`config.mk`:
```
export PLATFORM = sky130hd
export DESIGN_NAME = vga_scan_ctrl
export DESIGN_NICKNAME = d
export VERILOG_FILES = /design/src/rtl/vga_scan_ctrl.sv
export SDC_FILE = /design/constraint.sdc
export NUM_CORES = 1
export LEC_CHECK = 0
export CAP_MARGIN = 10
export CORE_ASPECT_RATIO = 0.9
export CORE_MARGIN = 3
export CORE_UTILIZATION = 50
export CTS_CLUSTER_DIAMETER = 150
export DETAILED_ROUTE_END_ITERATION = 6
export PLACE_DENSITY = 0.75
export SLEW_MARGIN = 30
export SYNTH_ARGS = -nofsm -noshare
export SYNTH_HDL_FRONTEND = slang
export SYNTH_SLANG_ARGS = --single-unit
```
`constraint.sdc`:
```
create_clock -name clk -period 3.1 [get_ports clk]
set_input_delay 0.62 -clock clk [delete_from_list [all_inputs] [get_ports clk]]
set_output_delay 0.62 -clock clk [all_outputs]
set_load 0.005 [all_outputs]
```
`src/rtl/vga_scan_ctrl.sv`:
```
// VGA scan sequencer: steps h/v counters on pix_stb and decodes sync, active, coordinates, vblank and game tick.
// Latency: every output is loaded from the next-state counters, so it reflects the new position right after the strobe edge.
// Backpressure: none; pix_stb is a free-running enable and the block accepts every strobe.
module vga_scan_ctrl #(
    parameter int H_ACTIVE    = 640,
    parameter int H_FP        = 16,
    parameter int H_SYNC      = 96,
    parameter int H_BP        = 48,
    parameter int V_ACTIVE    = 480,
    parameter int V_FP        = 10,
    parameter int V_SYNC      = 2,
    parameter int V_BP        = 33,
    parameter int TICK_FRAMES = 6
) (
    input  logic       clk,
    input  logic       rst,
    input  logic       pix_stb,
    input  logic       pause,
    output logic       hsync,
    output logic       vsync,
    output logic       active,
    output logic [9:0] x,
    output logic [9:0] y,
    output logic       vblank_start,
    output logic       game_tick
);

    localparam int H_TOTAL = H_ACTIVE + H_FP + H_SYNC + H_BP;
    localparam int V_TOTAL = V_ACTIVE + V_FP + V_SYNC + V_BP;

    localparam logic [9:0] H_LAST     = 10'(H_TOTAL - 1);
    localparam logic [9:0] V_LAST     = 10'(V_TOTAL - 1);
    localparam logic [9:0] H_ACT      = 10'(H_ACTIVE);
    localparam logic [9:0] V_ACT      = 10'(V_ACTIVE);
    localparam logic [9:0] HS_START   = 10'(H_ACTIVE + H_FP);
    localparam logic [9:0] HS_END     = 10'(H_ACTIVE + H_FP + H_SYNC);
    localparam logic [9:0] VS_START   = 10'(V_ACTIVE + V_FP);
    localparam logic [9:0] VS_END     = 10'(V_ACTIVE + V_FP + V_SYNC);
    localparam logic [7:0] FRM_LAST   = 8'(TICK_FRAMES - 1);

    logic [9:0] h_cnt_q, h_cnt_d;
    logic [9:0] v_cnt_q, v_cnt_d;
    logic [7:0] frm_cnt_q, frm_cnt_d;
    logic       hsync_q, hsync_d;
    logic       vsync_q, vsync_d;
    logic       active_q, active_d;
    logic [9:0] x_q, x_d;
    logic [9:0] y_q, y_d;
    logic       vblank_start_q, vblank_start_d;
    logic       game_tick_q, game_tick_d;

    // Next scan position: advance one pixel per strobe, wrapping line then frame.
    always_comb begin
        h_cnt_d = h_cnt_q;
        v_cnt_d = v_cnt_q;
        if (pix_stb) begin
            if (h_cnt_q == H_LAST) begin
                h_cnt_d = '0;
                v_cnt_d = (v_cnt_q == V_LAST) ? '0 : v_cnt_q + 10'd1;
            end else begin
                h_cnt_d = h_cnt_q + 10'd1;
            end
        end
    end

    // Decode outputs from the next position so registered outputs carry no lag.
    always_comb begin
        active_d       = (h_cnt_d < H_ACT) && (v_cnt_d < V_ACT);
        hsync_d        = !((h_cnt_d >= HS_START) && (h_cnt_d < HS_END));
        vsync_d        = !((v_cnt_d >= VS_START) && (v_cnt_d < VS_END));
        x_d            = active_d ? h_cnt_d : '0;
        y_d            = active_d ? v_cnt_d : '0;
        // Only a strobe can move into (0, V_ACTIVE), which keeps this a single-clk pulse.
        vblank_start_d = pix_stb && (h_cnt_d == '0) && (v_cnt_d == V_ACT);
    end

    // Frame divider: count vblanks and emit a game tick every TICK_FRAMES unpaused frames.
    always_comb begin
        frm_cnt_d   = frm_cnt_q;
        game_tick_d = 1'b0;
        if (vblank_start_d && !pause) begin
            if (frm_cnt_q == FRM_LAST) begin
                frm_cnt_d   = '0;
                game_tick_d = 1'b1;
            end else begin
                frm_cnt_d = frm_cnt_q + 8'd1;
            end
        end
    end

    // State and output registers; reset parks the scan one pixel before (0,0).
    always_ff @(posedge clk) begin
        if (rst) begin
            h_cnt_q        <= H_LAST;
            v_cnt_q        <= V_LAST;
            frm_cnt_q      <= '0;
            hsync_q        <= 1'b1;
            vsync_q        <= 1'b1;
            active_q       <= 1'b0;
            x_q            <= '0;
            y_q            <= '0;
            vblank_start_q <= 1'b0;
            game_tick_q    <= 1'b0;
        end else begin
            h_cnt_q        <= h_cnt_d;
            v_cnt_q        <= v_cnt_d;
            frm_cnt_q      <= frm_cnt_d;
            hsync_q        <= hsync_d;
            vsync_q        <= vsync_d;
            active_q       <= active_d;
            x_q            <= x_d;
            y_q            <= y_d;
            vblank_start_q <= vblank_start_d;
            game_tick_q    <= game_tick_d;
        end
    end

    assign hsync        = hsync_q;
    assign vsync        = vsync_q;
    assign active       = active_q;
    assign x            = x_q;
    assign y            = y_q;
    assign vblank_start = vblank_start_q;
    assign game_tick    = game_tick_q;

endmodule

```
==> impl_metrics.xml <==
<?xml version="1.0" encoding="UTF-8"?>
<metrics>
  <group name="flow_run">
    <metric name="drv_cap" unit="">0</metric>
  </group>
  <group name="critical_path">
    <metric name="delay_of_the_slowest_cell_on_the_worst_path" unit="ns">0.59</metric>
    <metric name="cp-start-kind" unit="">flip-flop</metric>
    <metric name="timing.critical_path.required" unit="ns">3.31</metric>
    <metric name="cp_data_arrival_time" unit="ns">3.21</metric>
    <metric name="cp.buffers_inverters" unit="">0</metric>
    <metric name="slowest_stage" unit="">or4b_4</metric>
    <metric name="timing.reg2reg.setup_slack" unit="ns">0.09</metric>
    <metric name="r2r-end" unit="">frm_cnt_q[3]</metric>
    <metric name="reg2regPathDepth" unit="">8</metric>
    <metric name="critPathTopFamily" unit="">simple AND/OR/NAND/NOR gates</metric>
    <metric name="cp_cell_sequence" unit="">ha_4 -&gt; nand4b_1 -&gt; or3_1 -&gt; o21ai_0 -&gt; nand4_1 -&gt; or4b_4 -&gt; or4_4 -&gt; o41ai_2</metric>
    <metric name="crit_fanout" unit="">7</metric>
    <metric name="worst-setup-path-type" unit="">reg -&gt; reg</metric>
    <metric name="rr_startpoint" unit="">h_cnt_q[0]</metric>
    <metric name="cp-end-kind" unit="">flip-flop</metric>
    <metric name="timing.critical_path.depth" unit="">8</metric>
  </group>
  <group name="outcome">
    <metric name="run_status" unit="">finished, final reports clean</metric>
  </group>
  <group name="place">
    <metric name="globalplace.congestion" unit="">0.8560</metric>
    <metric name="postPlaceCellArea" unit="µm²">3069</metric>
    <metric name="place.detailed.hpwl" unit="mm">4.352</metric>
    <metric name="io_buffer_count" unit="">28</metric>
  </group>
  <group name="grt">
    <metric name="antenna_found_initial" unit="">0</metric>
    <metric name="global_route.usage.met1" unit="">0.2987</metric>
    <metric name="grt_usage" unit="">0.2228</metric>
    <metric name="use_met2" unit="">0.3555</metric>
    <metric name="grt_max_degree" unit="">25</metric>
    <metric name="via_count_of_the_first_global_routing_pass" unit="">2153</metric>
    <metric name="globalRouteOverflowTotal" unit="">0</metric>
    <metric name="global_route.usage.met3" unit="">0.04779</metric>
    <metric name="wire_length_of_the_first_global_routing_pass" unit="mm">10.35</metric>
    <metric name="grt-busiest-layer" unit="">met2</metric>
  </group>
  <group name="clocking">
    <metric name="cts_max_path_buffers" unit="">2</metric>
    <metric name="cts-buffers-inserted" unit="">5</metric>
    <metric name="clock_insertion_delay_worst_skew" unit="ns">0.30</metric>
    <metric name="cts_hold_buf" unit="">0</metric>
    <metric name="cts_sinks" unit="">53</metric>
    <metric name="cts.reportedPaths.clkPinSlew" unit="ns">0.09</metric>
    <metric name="cts.root.buffer_cell" unit="">clkbuf_8</metric>
    <metric name="tritoncts" unit="">done</metric>
    <metric name="htree_levels" unit="">2</metric>
  </group>
  <group name="sta">
    <metric name="tightest_slew" unit="ns">0.6173</metric>
    <metric name="worst_slew_margin_rel" unit="">0.5847</metric>
    <metric name="finalSetupViolations" unit="">0</metric>
    <metric name="clock-skew-final" unit="ns">0.006727</metric>
    <metric name="final_hold_viol_count" unit="">0</metric>
    <metric name="timing.final.crit_share" unit="">0.9699</metric>
    <metric name="post-route-min-period" unit="ns">3.007</metric>
    <metric name="fmax" unit="GHz">0.3326</metric>
    <metric name="rsz0062_at_grt" unit="">false</metric>
    <metric name="slew_violations" unit="">0</metric>
  </group>
  <group name="yosys">
    <metric name="share_of_flip_flops_with_an_asynchronous_set_or_reset" unit="">0</metric>
    <metric name="post-synth-top-area-cell" unit="">dfxtp_1</metric>
    <metric name="synth.yosys.seq_area_share" unit="">0.4211</metric>
    <metric name="synth.distinct_cells" unit="">50</metric>
    <metric name="ys_warn_count" unit="">0</metric>
    <metric name="yosys_register_bits" unit="">53</metric>
    <metric name="synth_nets" unit="">305</metric>
    <metric name="netlist_top_cells_area" unit="">dfxtp_1 (42%), nor2_1 (6.0%), nand2_1 (3.4%), ha_1 (2.5%), nand4_1 (2.5%)</metric>
    <metric name="synthesis.instances" unit="">296</metric>
    <metric name="synth_edf_count" unit="">0</metric>
    <metric name="syn-mean-instance-area" unit="µm²">8.513</metric>
    <metric name="syn_area" unit="µm²">2520</metric>
    <metric name="ys_dominant_reg_cell" unit="">dfxtp_1</metric>
    <metric name="synth_top_area_frac" unit="">0.4211</metric>
  </group>
  <group name="worst_hold_path">
    <metric name="holdPathEnd" unit="">frm_cnt_q[4]</metric>
    <metric name="worst_hold_path_class" unit="">reg -&gt; reg</metric>
    <metric name="hold_path_depth" unit="">2</metric>
    <metric name="hold_path.startpoint" unit="">frm_cnt_q[4]</metric>
  </group>
  <group name="power">
    <metric name="combPwrFrac" unit="">0.270</metric>
    <metric name="power_frac_seq" unit="">0.450</metric>
    <metric name="netSwitchingFraction" unit="">0.2856</metric>
    <metric name="pwr-share-clk" unit="">0.281</metric>
    <metric name="power-per-cell-area" unit="nW/µm²">516.5</metric>
    <metric name="power.internal" unit="mW">1.205</metric>
    <metric name="power.ir.vdd_worst" unit="µV">323.8</metric>
    <metric name="netSwitchingPower" unit="µW">481.7</metric>
    <metric name="power.static_leakage" unit="nW">1.260</metric>
    <metric name="total_power" unit="mW">1.687</metric>
  </group>
  <group name="detailed_routing">
    <metric name="detail_route.iter0.violations" unit="">171</metric>
    <metric name="vias" unit="">2362</metric>
    <metric name="drt-pass1-iter-count" unit="">4</metric>
    <metric name="antenna_violating_nets_post_route" unit="">0</metric>
    <metric name="vias_per_cell" unit="">5.664</metric>
    <metric name="post-route-drc-count" unit="">0</metric>
    <metric name="routed_wl_per_cell" unit="µm">14.97</metric>
    <metric name="wirelength" unit="mm">6.242</metric>
  </group>
  <group name="cells_and_area">
    <metric name="area_growth_syn_to_layout" unit="%">29.59</metric>
    <metric name="layout-drive-gt1-share" unit="">0.2000</metric>
    <metric name="antenna_cells" unit="">0</metric>
    <metric name="most-common-layout-cells" unit="">dfxtp_1 (51), buf_4 (42), nor2_1 (40), clkdlybuf4s50_1 (27), nand2_1 (23)</metric>
    <metric name="fin_nets" unit="">363</metric>
    <metric name="layout.cells.most_common" unit="">dfxtp_1</metric>
    <metric name="finalInstanceArea" unit="µm²">3266</metric>
  </group>
  <group name="floorplanning">
    <metric name="fp.dieH" unit="µm">73.35</metric>
    <metric name="effective_utilization_at_floorplan" unit="">0.5405</metric>
    <metric name="die_x" unit="µm">80.83</metric>
    <metric name="floorplan.core_area" unit="µm²">4662</metric>
    <metric name="dieArea" unit="µm²">5929</metric>
    <metric name="design.portCount" unit="">29</metric>
    <metric name="rows" unit="">23</metric>
  </group>
</metrics>
==> sequential cells by signal, indices dropped and copies added (netlist names) <==
signal        flops
active            1
frm_cnt_q         8
game_tick         1
h_cnt_q          10
hsync             1
v_cnt_q          10
vblank_start      1
vsync             1
x                10
y                10
==> stage by stage <==
| step | std cells | setup TNS (ns) | hold slack (ns) | utilization | setup slack, ns |
|---|---|---|---|---|---|
| finish | 417 | 0 | 0.5105 | 0.7005 | 0.09330 |
| global route | 417 | 0 | 0.5551 | 0.7005 | 0.007779 |
| floorplan | 296 | 0 | 0.4601 | - | 0.01452 |
| CTS | 415 | 0 | 0.5078 | 0.6951 | 0.02402 |
| global placement | 404 | -2.498 | 0.4845 | 0.6583 | -0.3934 |
| detailed placement | 404 | -2.953 | 0.4953 | 0.6583 | -0.4867 |
==> power groups by stage <==
stage	combinational (mW)	clock (mW)	sequential, mW
3_3_place_gp	0.414	0	0.768
6_report	0.455	0.473	0.758
5_1_grt	0.492	0.510	0.764
4_1_cts	0.442	0.484	0.755
3_5_place_dp	0.418	0	0.768
2_1_floorplan	0.268	0	0.748
==> logic make-up after synthesis <==
group | after synthesis | synth area share
AND/OR/NAND/NOR | 138 | 0.2979
buffers and inverters | 34 | 0.05959
multiplexers | 2 | 0.008937
AO/OA/AOI/OAI | 51 | 0.1445
adder cells (fa/ha/maj) | 5 | 0.02483
flip-flops | 53 | 0.4211
XOR/XNOR | 12 | 0.04171
other | 1 | 0.001488
==> metal layers <==
metal,share of wire,up-vias
met1,0.46,1114
met3,0.052,7
li1,-,1164
met2,0.47,77
met4,0.012,0
met5,0,-
==> worst max-delay path by stage <==
stage	start	end	slack (ns)
3_3_place_gp	pix_stb	frm_cnt_q[1]	-0.39
5_1_grt	h_cnt_q[0]	frm_cnt_q[1]	0.008
2_1_floorplan	pix_stb	frm_cnt_q[3]	0.01
3_5_place_dp	pix_stb	frm_cnt_q[3]	-0.49
6_report	h_cnt_q[0]	frm_cnt_q[3]	0.09
4_1_cts	h_cnt_q[1]	frm_cnt_q[3]	0.02
==> tightest hold or removal path: cells and delay by family (launching register included) <==
| family | cells | cell delay (ns) |
|---|---|---|
| flops | 1 | 0.34 |
| compound gates | 2 | 0.14 |
==> final cells by class <==
type,count,area [µm²]
repair buffers,72,616.8
inverters,13,48.80
multi-input cells,209,1343
flip-flops and latches,53,1064
well taps,62,77.57
fillers,382,1396
clock buffers,7,86.33
clock inverters,1,30.03
==> Yosys cell counts (all sizes together) (3+ instances only) <==
cell type and instances:
a21oi 10, nand3b 5, o21ai 8, clkbuf 13
or3 6, dfxtp 53, nor4 4, xor2 7
a211oi 4, xnor2 5, nor3 8, nand2 23
nor2 40, nor2b 5, o21a 3, o311ai 4
nand3 11, a31oi 4, or2 6, and3 3
inv 13, o2bb2ai 3, o41ai 4, buf 8
nand4b 4, ha 5, nand4 10
==> what timing repair did <==
item                                    CTS  global route
endpoints found under the setup margin    5             6
gates resized for setup                  10             3
buffers inserted                          3             2
cloned                                    0             0
pin swaps                                 8             2
Power figures use the tool's default switching activity.
